**src/rtl/uart_pkg.sv**
```systemverilog
// Shared types and constants for the UART TX arbiter and related UART blocks.
// Optional macro UART_TX_ARB_ID_HDR_EN adds the per-grant header-byte states.
package uart_pkg;

  localparam int UART_ARB_MAX_REQ = 8;
  localparam int UART_ARB_IDX_W   = $clog2(UART_ARB_MAX_REQ);
  localparam logic [3:0] UART_ARB_HDR_TAG = 4'hA;

`ifdef UART_TX_ARB_ID_HDR_EN
  typedef enum logic [1:0] {
    IDLE      = 2'd0,
    DATA_WAIT = 2'd1,
    HDR_WAIT  = 2'd2,
    DATA_LOAD = 2'd3
  } uart_arb_state_t;
`else
  typedef enum logic [1:0] {
    IDLE      = 2'd0,
    DATA_WAIT = 2'd1
  } uart_arb_state_t;
`endif

  // Header byte announcing which requester owns the following data byte.
  function automatic logic [7:0] uart_arb_hdr(input logic [UART_ARB_IDX_W-1:0] g);
    return {UART_ARB_HDR_TAG, 1'b0, g};
  endfunction

endpackage

```
**src/rtl/rr_pick.sv**
```systemverilog
// Combinational rotating-priority finder: first set bit of valid at or after ptr,
// wrapping modulo N. Shared by the TX arbiter and the RX fan-out block.
module rr_pick #(
  parameter int N = 4,
  localparam int W = $clog2(N)
) (
  input  logic [N-1:0] valid,
  input  logic [W-1:0] ptr,
  output logic         found,
  output logic [W-1:0] idx
);

  // Scan offsets from farthest to nearest so the nearest valid index wins.
  always_comb begin
    int sum;
    logic [W-1:0] cand;
    found = 1'b0;
    idx   = '0;
    sum   = 0;
    cand  = '0;
    for (int i = N - 1; i >= 0; i--) begin
      sum = int'(ptr) + i;
      if (sum >= N) begin
        sum = sum - N;
      end else begin
        sum = sum;
      end
      cand = W'(sum);
      if (valid[cand]) begin
        found = 1'b1;
        idx   = cand;
      end else begin
        found = found;
      end
    end
  end

endmodule

```
**src/rtl/uart_tx_arbiter.sv**
```systemverilog
// Round-robin arbiter sharing one uart_tx serializer among NUM_REQ byte producers.
// Optional macro UART_TX_ARB_ID_HDR_EN prefixes each byte with a requester-id header.
module uart_tx_arbiter
  import uart_pkg::*;
#(
  parameter int NUM_REQ = 4
) (
  input  logic                 i_Clock,
  input  logic                 i_Rst_n,
  input  logic [NUM_REQ-1:0]   i_Req_Valid,
  input  logic [8*NUM_REQ-1:0] i_Req_Byte,
  output logic [NUM_REQ-1:0]   o_Req_Ready,
  output logic [NUM_REQ-1:0]   o_Grant,
  output logic                 o_Tx_DV,
  output logic [7:0]           o_Tx_Byte,
  input  logic                 i_Tx_Active,
  input  logic                 i_Tx_Done,
  output logic                 o_Busy
);

  localparam int ID_W = $clog2(NUM_REQ);

  uart_arb_state_t      state, state_n;
  logic [ID_W-1:0]      ptr, ptr_n;
  logic [NUM_REQ-1:0]   ready_n, grant_n;
  logic                 dv_n, busy_n;
  logic [7:0]           byte_n;
  logic                 pick_found;
  logic [ID_W-1:0]      pick_idx;
  logic [7:0]           pick_byte;
  logic                 ser_free;

  assign ser_free  = ~i_Tx_Active & ~i_Tx_Done;
  assign pick_byte = i_Req_Byte[{pick_idx, 3'b000} +: 8];

  rr_pick #(.N(NUM_REQ)) u_pick (
    .valid (i_Req_Valid),
    .ptr   (ptr),
    .found (pick_found),
    .idx   (pick_idx)
  );

`ifdef UART_TX_ARB_ID_HDR_EN
  logic [7:0] data_q, data_n;

  // Data byte parked while its header is on the wire.
  always_ff @(posedge i_Clock or negedge i_Rst_n) begin
    if (!i_Rst_n) begin
      data_q <= 8'h00;
    end else begin
      data_q <= data_n;
    end
  end
`endif

  // Next-state and next-output logic; pulses default low every cycle.
  always_comb begin
    state_n = state;
    ptr_n   = ptr;
    grant_n = o_Grant;
    ready_n = '0;
    dv_n    = 1'b0;
    byte_n  = o_Tx_Byte;
`ifdef UART_TX_ARB_ID_HDR_EN
    data_n  = data_q;
`endif
    case (state)
      IDLE: begin
        if (pick_found && ser_free) begin
          grant_n = NUM_REQ'(1) << pick_idx;
          ready_n = NUM_REQ'(1) << pick_idx;
          dv_n    = 1'b1;
          ptr_n   = (pick_idx == ID_W'(NUM_REQ - 1)) ? ID_W'(0) : pick_idx + ID_W'(1);
`ifdef UART_TX_ARB_ID_HDR_EN
          data_n  = pick_byte;
          byte_n  = uart_arb_hdr(UART_ARB_IDX_W'(pick_idx));
          state_n = HDR_WAIT;
`else
          byte_n  = pick_byte;
          state_n = DATA_WAIT;
`endif
        end else begin
          grant_n = '0;
          state_n = IDLE;
        end
      end
      DATA_WAIT: begin
        if (i_Tx_Done) begin
          grant_n = '0;
          state_n = IDLE;
        end else begin
          state_n = DATA_WAIT;
        end
      end
`ifdef UART_TX_ARB_ID_HDR_EN
      HDR_WAIT: begin
        if (i_Tx_Done) begin
          state_n = DATA_LOAD;
        end else begin
          state_n = HDR_WAIT;
        end
      end
      DATA_LOAD: begin
        if (ser_free) begin
          byte_n  = data_q;
          dv_n    = 1'b1;
          state_n = DATA_WAIT;
        end else begin
          state_n = DATA_LOAD;
        end
      end
`endif
      default: begin
        grant_n = '0;
        state_n = IDLE;
      end
    endcase
    busy_n = (state_n != IDLE);
  end

  // State, priority pointer and registered outputs.
  always_ff @(posedge i_Clock or negedge i_Rst_n) begin
    if (!i_Rst_n) begin
      state       <= IDLE;
      ptr         <= '0;
      o_Req_Ready <= '0;
      o_Grant     <= '0;
      o_Tx_DV     <= 1'b0;
      o_Tx_Byte   <= 8'h00;
      o_Busy      <= 1'b0;
    end else begin
      state       <= state_n;
      ptr         <= ptr_n;
      o_Req_Ready <= ready_n;
      o_Grant     <= grant_n;
      o_Tx_DV     <= dv_n;
      o_Tx_Byte   <= byte_n;
      o_Busy      <= busy_n;
    end
  end

endmodule
```
**config.mk**
```make
export PLATFORM = sky130hd
export DESIGN_NAME = uart_tx_arbiter
export DESIGN_NICKNAME = d
export VERILOG_FILES = /design/src/rtl/uart_pkg.sv /design/src/rtl/rr_pick.sv /design/src/rtl/uart_tx_arbiter.sv
export SDC_FILE = /design/constraint.sdc
export NUM_CORES = 1
export LEC_CHECK = 0
export ABC_AREA = 1
export CAP_MARGIN = 15
export CORE_MARGIN = 1.5
export CORE_UTILIZATION = 34
export CTS_BUF_LIST = sky130_fd_sc_hd__clkbuf_4 sky130_fd_sc_hd__clkbuf_8
export DETAILED_ROUTE_END_ITERATION = 16
export GPL_ROUTABILITY_DRIVEN = 1
export PLACE_DENSITY_LB_ADDON = 0.1
export REMOVE_ABC_BUFFERS = 1
export SETUP_SLACK_MARGIN = 0.1
export SYNTH_ARGS = -nofsm -noshare
export SYNTH_HDL_FRONTEND = slang
export SYNTH_SLANG_ARGS = --single-unit
```
**constraint.sdc**
```tcl
create_clock -name i_Clock -period 1.9 [get_ports i_Clock]
set_input_delay 0.38 -clock i_Clock [delete_from_list [all_inputs] [get_ports i_Clock]]
set_output_delay 0.38 -clock i_Clock [all_outputs]
set_load 0.05 [all_outputs]
```
==> results_dict.tcl, run 1 <==
set metrics [dict create \
    skew_ps 5.799 \
    synthesis.area_um2 1359 \
    irDropWorstVdd_mv 0.9566 \
    drive_gt1_frac 0.2238 \
    area_delta_synth_final_pct 71.73 \
    cp_data_required_time_ps 2040 \
    final_hold_viol_count 0 \
    grt_pass1_wl_um 5382 \
    power_density_nw_per_um2 1832 \
    cpPeakStageDelay_ps 470 \
    initial_core_util 0.3630 \
    first_global_vias 1281 \
    rows 22 \
    leakage_nw 1.312 \
    synth_cell_type_count 21 \
    place_ws_ps -158.9 \
    yosysTopAreaCell "dfrtp_1" \
    syn_inst 202 \
    worstPathCellList "clkdlybuf4s50_1 -> inv_2 -> nand2_2 -> nand3_2 -> nand2_2 -> nand3_4 -> nand3_4 -> nand2_8 -> clkbuf_16 -> o211ai_1 -> nand3_1" \
    setup_ws_ps 53.28 \
    intPower_mw 2.192 \
    synth_ff_type "dfrtp_1" \
    ys_warn_count 0 \
    netlist.area_leader.share 0.3683 \
    synth_edf_count 0 \
    n_antenna_cell 0 \
    die_x_um 66.22 \
    rsz0062_at_grt "yes" \
    overflow 0 \
    grt_max_degree 21 \
    maxCapViolCount 0 \
    nNetsFinal 319 \
    coreArea_um2 3744 \
    synth_area_leaders "dfrtp_1 (37%), nand2_1 (18%), nand3_1 (14%), inv_1 (11%), nand3_2 (3.7%)" \
    port_buffers 57 \
    clkPwrFrac 0.098 \
    cts_root_buf "clkbuf_8" \
    end_kind "flip-flop" \
    totalWireLength_um 3596 \
    fin_crit_sh 0.9720 \
    worst_pin_slew_ps 513.6 \
    cts_tree "built" \
    place_area_um2 2077 \
    crit_family "simple AND/OR/NAND/NOR gates" \
    wire_per_inst_um 11.06 \
    critPathSlowestCell "clkdlybuf4s50_1" \
    cts.sink_count 20 \
    dr.pass1.iters 4 \
    hp-class "in2async" \
    die_height_um 66.22 \
    drt_iter0_markers 91 \
    setup_viol 0 \
    fillers 359 \
    cp-start-kind "input port" \
    ys_seq_area_frac 0.3683 \
    status "finished clean" \
    drv_slew 0 \
    dp_hpwl_um 2723 \
    p_comb_frac 0.744 \
    total_power_mw 4.274 \
    timing.final.crit_period_ps 1847 \
    insertion_delay_ps 260 \
    seqPwrFrac 0.158 \
    final_cell_area_um2 2333 \
    grt_usage 0.1571 \
    htreeDepth 1 \
    fmax_mhz 541.5 \
    critPathArrivalTime_ps 1980 \
    via_count 1477 \
    clock_path_buffers 2 \
    netSwitchingFraction 0.4872 \
    crit_fanout 6 \
    crit_type "in2reg" \
    io_pins 58 \
    ys_seq_elements 20 \
    viasPerCell 4.545 \
    clkSlewWorstSetupHoldPaths_ps 80 \
    cts_buffers 3 \
    gp_congestion 0.8832 \
    ant_nets 0 \
    path_buf_inv 3 \
    p_switching_mw 2.082 \
    maxSlewHeadroom 0.6571 \
    die_area_um2 4384 \
    antenna_found_initial 0 \
    async_reset_ff_frac 1.000 \
    drc 0 \
    syn_avg_cell_area_um2 6.727 \
]
logic make-up (layout without fill, tap and decap cells):
kind of cell             after synthesis  in the layout  share of synthesized area
AND/OR/NAND/NOR                      120            120                     0.4033
buffers and inverters                 48            123                     0.1556
flip-flops                            20             20                     0.3683
AO/OA/AOI/OAI                         13             13                    0.06353
adder cells (fa/ha/maj)                1              1                   0.009207
cells in the final DEF, fill, tap and decap left out, drive strengths merged:
cell type / count
nand2: 68
inv: 43
nand3: 42
clkdlybuf4s50: 40
buf: 24
dfrtp: 20
nor2: 9
o21ai: 9
dlymetal6s2s: 7
dlygate4sd2: 4
clkbuf: 4
o211ai: 3
nand4: 1
a21boi: 1
ha: 1
bufinv: 1
timing repair:
item / CTS / global route
gates resized for setup: 4 / 43
cloned: 0 / 2
endpoints found under the setup margin: 4 / 23
hold buffers: 0 / 0
setup buffers: 0 / 1
pin swaps: 0 / 9
endpoints found under the hold margin: 0 / 0
worst reg2reg max path, cell delays in order, from the launching register on:
cell and delay, ps:
dfrtp_2 450, buf_6 160, nand2_2 90, nand3_2 110
nand2_2 110, nand3_4 110, nand3_4 140, nand2_8 100
clkbuf_16 160, o211ai_1 170, nand3_1 100
final cells by class:
cell class	count	area (µm²)	share of cell area
Timing Repair Buffer	76	773.2	0.3314
Multi-Input combinational cell	134	763.2	0.3271
Sequential cell	20	501.7	0.2150
Inverter	43	163.9	0.07024
Tap cell	48	60.06	0.02574
Clock buffer	3	41.29	0.01769
Clock inverter	1	30.03	0.01287
synth_stat cells, types with 2 or more instances:
cell type and number:
nand3_2 5, o211ai_1 3, nor2_1 8, nand2_2 3, o21ai_2 2, nand2_1 64, o21ai_0 6, nand3_1 37
buf_6 2, dfrtp_1 20, inv_2 2, inv_1 41
power by group through the flow:
| stage | logic, mW | clock network, mW | registers (mW) |
|---|---|---|---|
| finish | 3.18 | 0.417 | 0.677 |
| global route | 3.45 | 0.447 | 0.693 |
| CTS | 2.68 | 0.425 | 0.663 |
| detailed placement | 2.69 | 0 | 0.670 |
| global placement | 2.68 | 0 | 0.671 |
| floorplan | 1.17 | 0 | 1.12 |
registers in the layout (all words and copies together), names as in the netlist:
register	count
o_Busy	1
o_Tx_Byte	8
o_Tx_DV	1
ptr	2
o_Grant	4
o_Req_Ready	4
metal layers:
layer | vias up | global-route usage | share of wire
met4 | 0 | 0.01531 | 0.0022
li1 | 773 | - | -
met2 | 40 | 0.2700 | 0.48
met3 | 2 | 0.04259 | 0.049
met1 | 662 | 0.2032 | 0.47
met5 | - | 0 | 0
metrics by stage:
stage                     instances  hold slack [ps]  utilization  TNS [ps]
after floorplan                 197            84.41            -    -11.51
after global placement          319            468.7       0.5548     -1774
after detailed placement        319            472.8       0.5548     -2015
after CTS                       323            476.1       0.5725         0
after global routing            325            492.9       0.6233    -21.35
final                           325            464.2       0.6233         0
path summary, 6_finish.rpt:
path	startpoint	end	slack [ps]	cells past startpoint
min reg2reg	o_Tx_Byte[1]	o_Tx_Byte[1]	480	2
min in group i_Clock	o_Tx_Byte[1]	o_Tx_Byte[1]	480	2
max	i_Req_Valid[3]	o_Tx_Byte[1]	50	11
max reg2reg	ptr[0]	o_Tx_Byte[1]	80	10
max in group asynchronous	i_Rst_n	ptr[0]	1220	2
min	i_Rst_n	o_Busy	460	2
No activity file was read; power rests on OpenSTA's default activity.
==> inputs of run 2 (changes only) <==
--- a/config.mk
+++ b/config.mk
@@ -13,6 +13,7 @@
 export DETAILED_ROUTE_END_ITERATION = 16
 export GPL_ROUTABILITY_DRIVEN = 1
 export PLACE_DENSITY_LB_ADDON = 0.1
+export RECOVER_POWER = 25
 export REMOVE_ABC_BUFFERS = 1
 export SETUP_SLACK_MARGIN = 0.1
 export SYNTH_ARGS = -nofsm -noshare
==> run 2 against run 1 <==
Effect of this change: count of clock-buffer cells in the layout stayed put; largest power group unchanged; final cell count stayed put; sequential cell count did not move; non-clock buffer count stayed put; clock skew unchanged; highest routed layer unchanged; routed wire length barely moved; hold slack improved by 20 ps; sequential power hardly changed; via count up 0.14%; power hardly changed.
==> results_dict.tcl, run 2 (synthesized netlist as in run 1, its figures left out) <==
set metrics [dict create \
    status "finished clean" \
    cpPeakStageDelay_ps 470 \
    critPathSlowestCell "clkdlybuf4s50_1" \
    initial_core_util 0.3630 \
    final_util 0.6223 \
    worstPathCellList "clkdlybuf4s50_1 -> inv_2 -> nand2_2 -> nand3_2 -> nand2_2 -> nand3_4 -> nand3_4 -> nand2_8 -> clkbuf_16 -> o211ai_1 -> nand3_1" \
    nNetsFinal 319 \
    totalWireLength_um 3595 \
    fin_crit_sh 0.9720 \
    coreArea_um2 3744 \
    irDropWorstVdd_mv 0.9565 \
    path_buf_inv 3 \
    end_kind "flip-flop" \
    cts_tree "built" \
    top_regs "o_Tx_Byte x8, o_Grant x4, o_Req_Ready x4" \
    largest_register_ffs 8 \
    finalSetupTns_ps 0 \
    cp_data_required_time_ps 2040 \
    first_global_vias 1281 \
    leakage_nw 1.309 \
    via_count 1479 \
    rsz0062_at_grt "yes" \
    port_buffers 57 \
    clkSlewWorstSetupHoldPaths_ps 70 \
    htreeDepth 1 \
    timing.final.crit_period_ps 1847 \
    final_common_cell "nand2_1" \
    gp_congestion 0.8832 \
    crit_family "simple AND/OR/NAND/NOR gates" \
    hp-class "reg2reg" \
    worst_pin_slew_ps 1035 \
    cp-start-kind "input port" \
    viasPerCell 4.551 \
    antenna_found_initial 0 \
    dp_hpwl_um 2723 \
    grt_usage 0.1571 \
    setup_viol 0 \
    critPathArrivalTime_ps 1980 \
    overflow 0 \
    die_x_um 66.22 \
    cts_buffers 3 \
    maxCapViolCount 0 \
    cts_root_buf "clkbuf_8" \
    die_height_um 66.22 \
    ant_nets 0 \
    power_density_nw_per_um2 1834 \
    wire_per_inst_um 11.06 \
    n_antenna_cell 0 \
    clock_path_buffers 2 \
    drt_iter0_markers 91 \
    holdBufCountCts 0 \
    grt_max_degree 21 \
    largest_register "o_Tx_Byte" \
    io_pins 58 \
    final_cell_mix "nand2_1 (58), clkdlybuf4s50_1 (39), inv_1 (36)" \
    drv_slew 0 \
    area_delta_synth_final_pct 71.45 \
    crit_fanout 6 \
    skew_ps 5.799 \
    maxSlewHeadroom 0.3097 \
    die_area_um2 4384 \
    dr.pass1.iters 4 \
    cts.sink_count 20 \
    drive_gt1_frac 0.2202 \
    crit_type "in2reg" \
    grt_pass1_wl_um 5382 \
    drc 0 \
    final_hold_viol_count 0 \
    insertion_delay_ps 260 \
    rows 22 \
    fmax_mhz 541.5 \
]
run 2: cell count changes in the layout (fill, tap and decap cells not counted), sizes merged:
cell           before  now
buf                24   23
clkbuf              4    5
clkdlybuf4s50      40   39
dlygate4sd3         0    1
run 2: power breakdown:
part,switching (mW),leakage (nW),total (mW),internal [mW]
logic,1.85,1.01,3.18,1.33
registers,0.101,0.260,0.677,0.575
clock network,0.136,0.0357,0.417,0.281
total,2.08,1.31,4.27,2.19
run 2: layer usage:
metal / track usage / wire (µm) / up-vias / share of wire
li1: - / - / 773 / -
met1: 0.2032 / 1684 / 662 / 0.47
met2: 0.2700 / 1725 / 42 / 0.48
met3: 0.04259 / 177 / 2 / 0.049
met4: 0.01531 / 8 / 0 / 0.0022
met5: 0 / 0 / - / 0
run 2: worst min-delay path, cell delays in order (launching register included):
cell and delay, ps:
dfrtp_1 340, nand2_1 50, nand3_1 60
run 2: final cells by class:
type	instances	area (µm²)
Fill cell	359	1414
Timing Repair Buffer	76	769.5
Multi-Input combinational cell	134	763.2
Sequential cell	20	501.7
Inverter	43	163.9
Tap cell	48	60.06
Clock buffer	3	41.29
Clock inverter	1	30.03
run 2: final timing paths:
path / from / to / slack (ps) / cells past startpoint
max reg2reg: ptr[0] / o_Tx_Byte[1] / 80 / 10
min: o_Tx_Byte[1] / o_Tx_Byte[1] / 480 / 2
min reg2reg: o_Tx_Byte[1] / o_Tx_Byte[1] / 480 / 2
max in group asynchronous: i_Rst_n / ptr[0] / 380 / 2
max: i_Req_Valid[3] / o_Tx_Byte[1] / 50 / 11
min in group asynchronous: i_Rst_n / o_Busy / 820 / 2
run 2: per-stage QoR:
stage                     power [mW]  hold WS, ps  instance area [µm²]  cells  setup slack, ps
after floorplan                2.288        84.41                 1309    197           -11.51
after global placement         3.354        468.7                 2077    319           -139.3
after detailed placement       3.358        472.8                 2077    319           -158.9
after CTS                      3.767        476.1                 2143    323            100.7
after global routing           4.589        501.0                 2330    325           -19.12
final                          4.273        484.5                 2330    325            53.28
run 2: what timing repair did:
item                       4_1_cts  5_1_grt
gates resized for setup          4       43
setup endpoints to repair        4       23
buffers inserted                 0        1
gates cloned                     0        2
pin swaps                        0        9
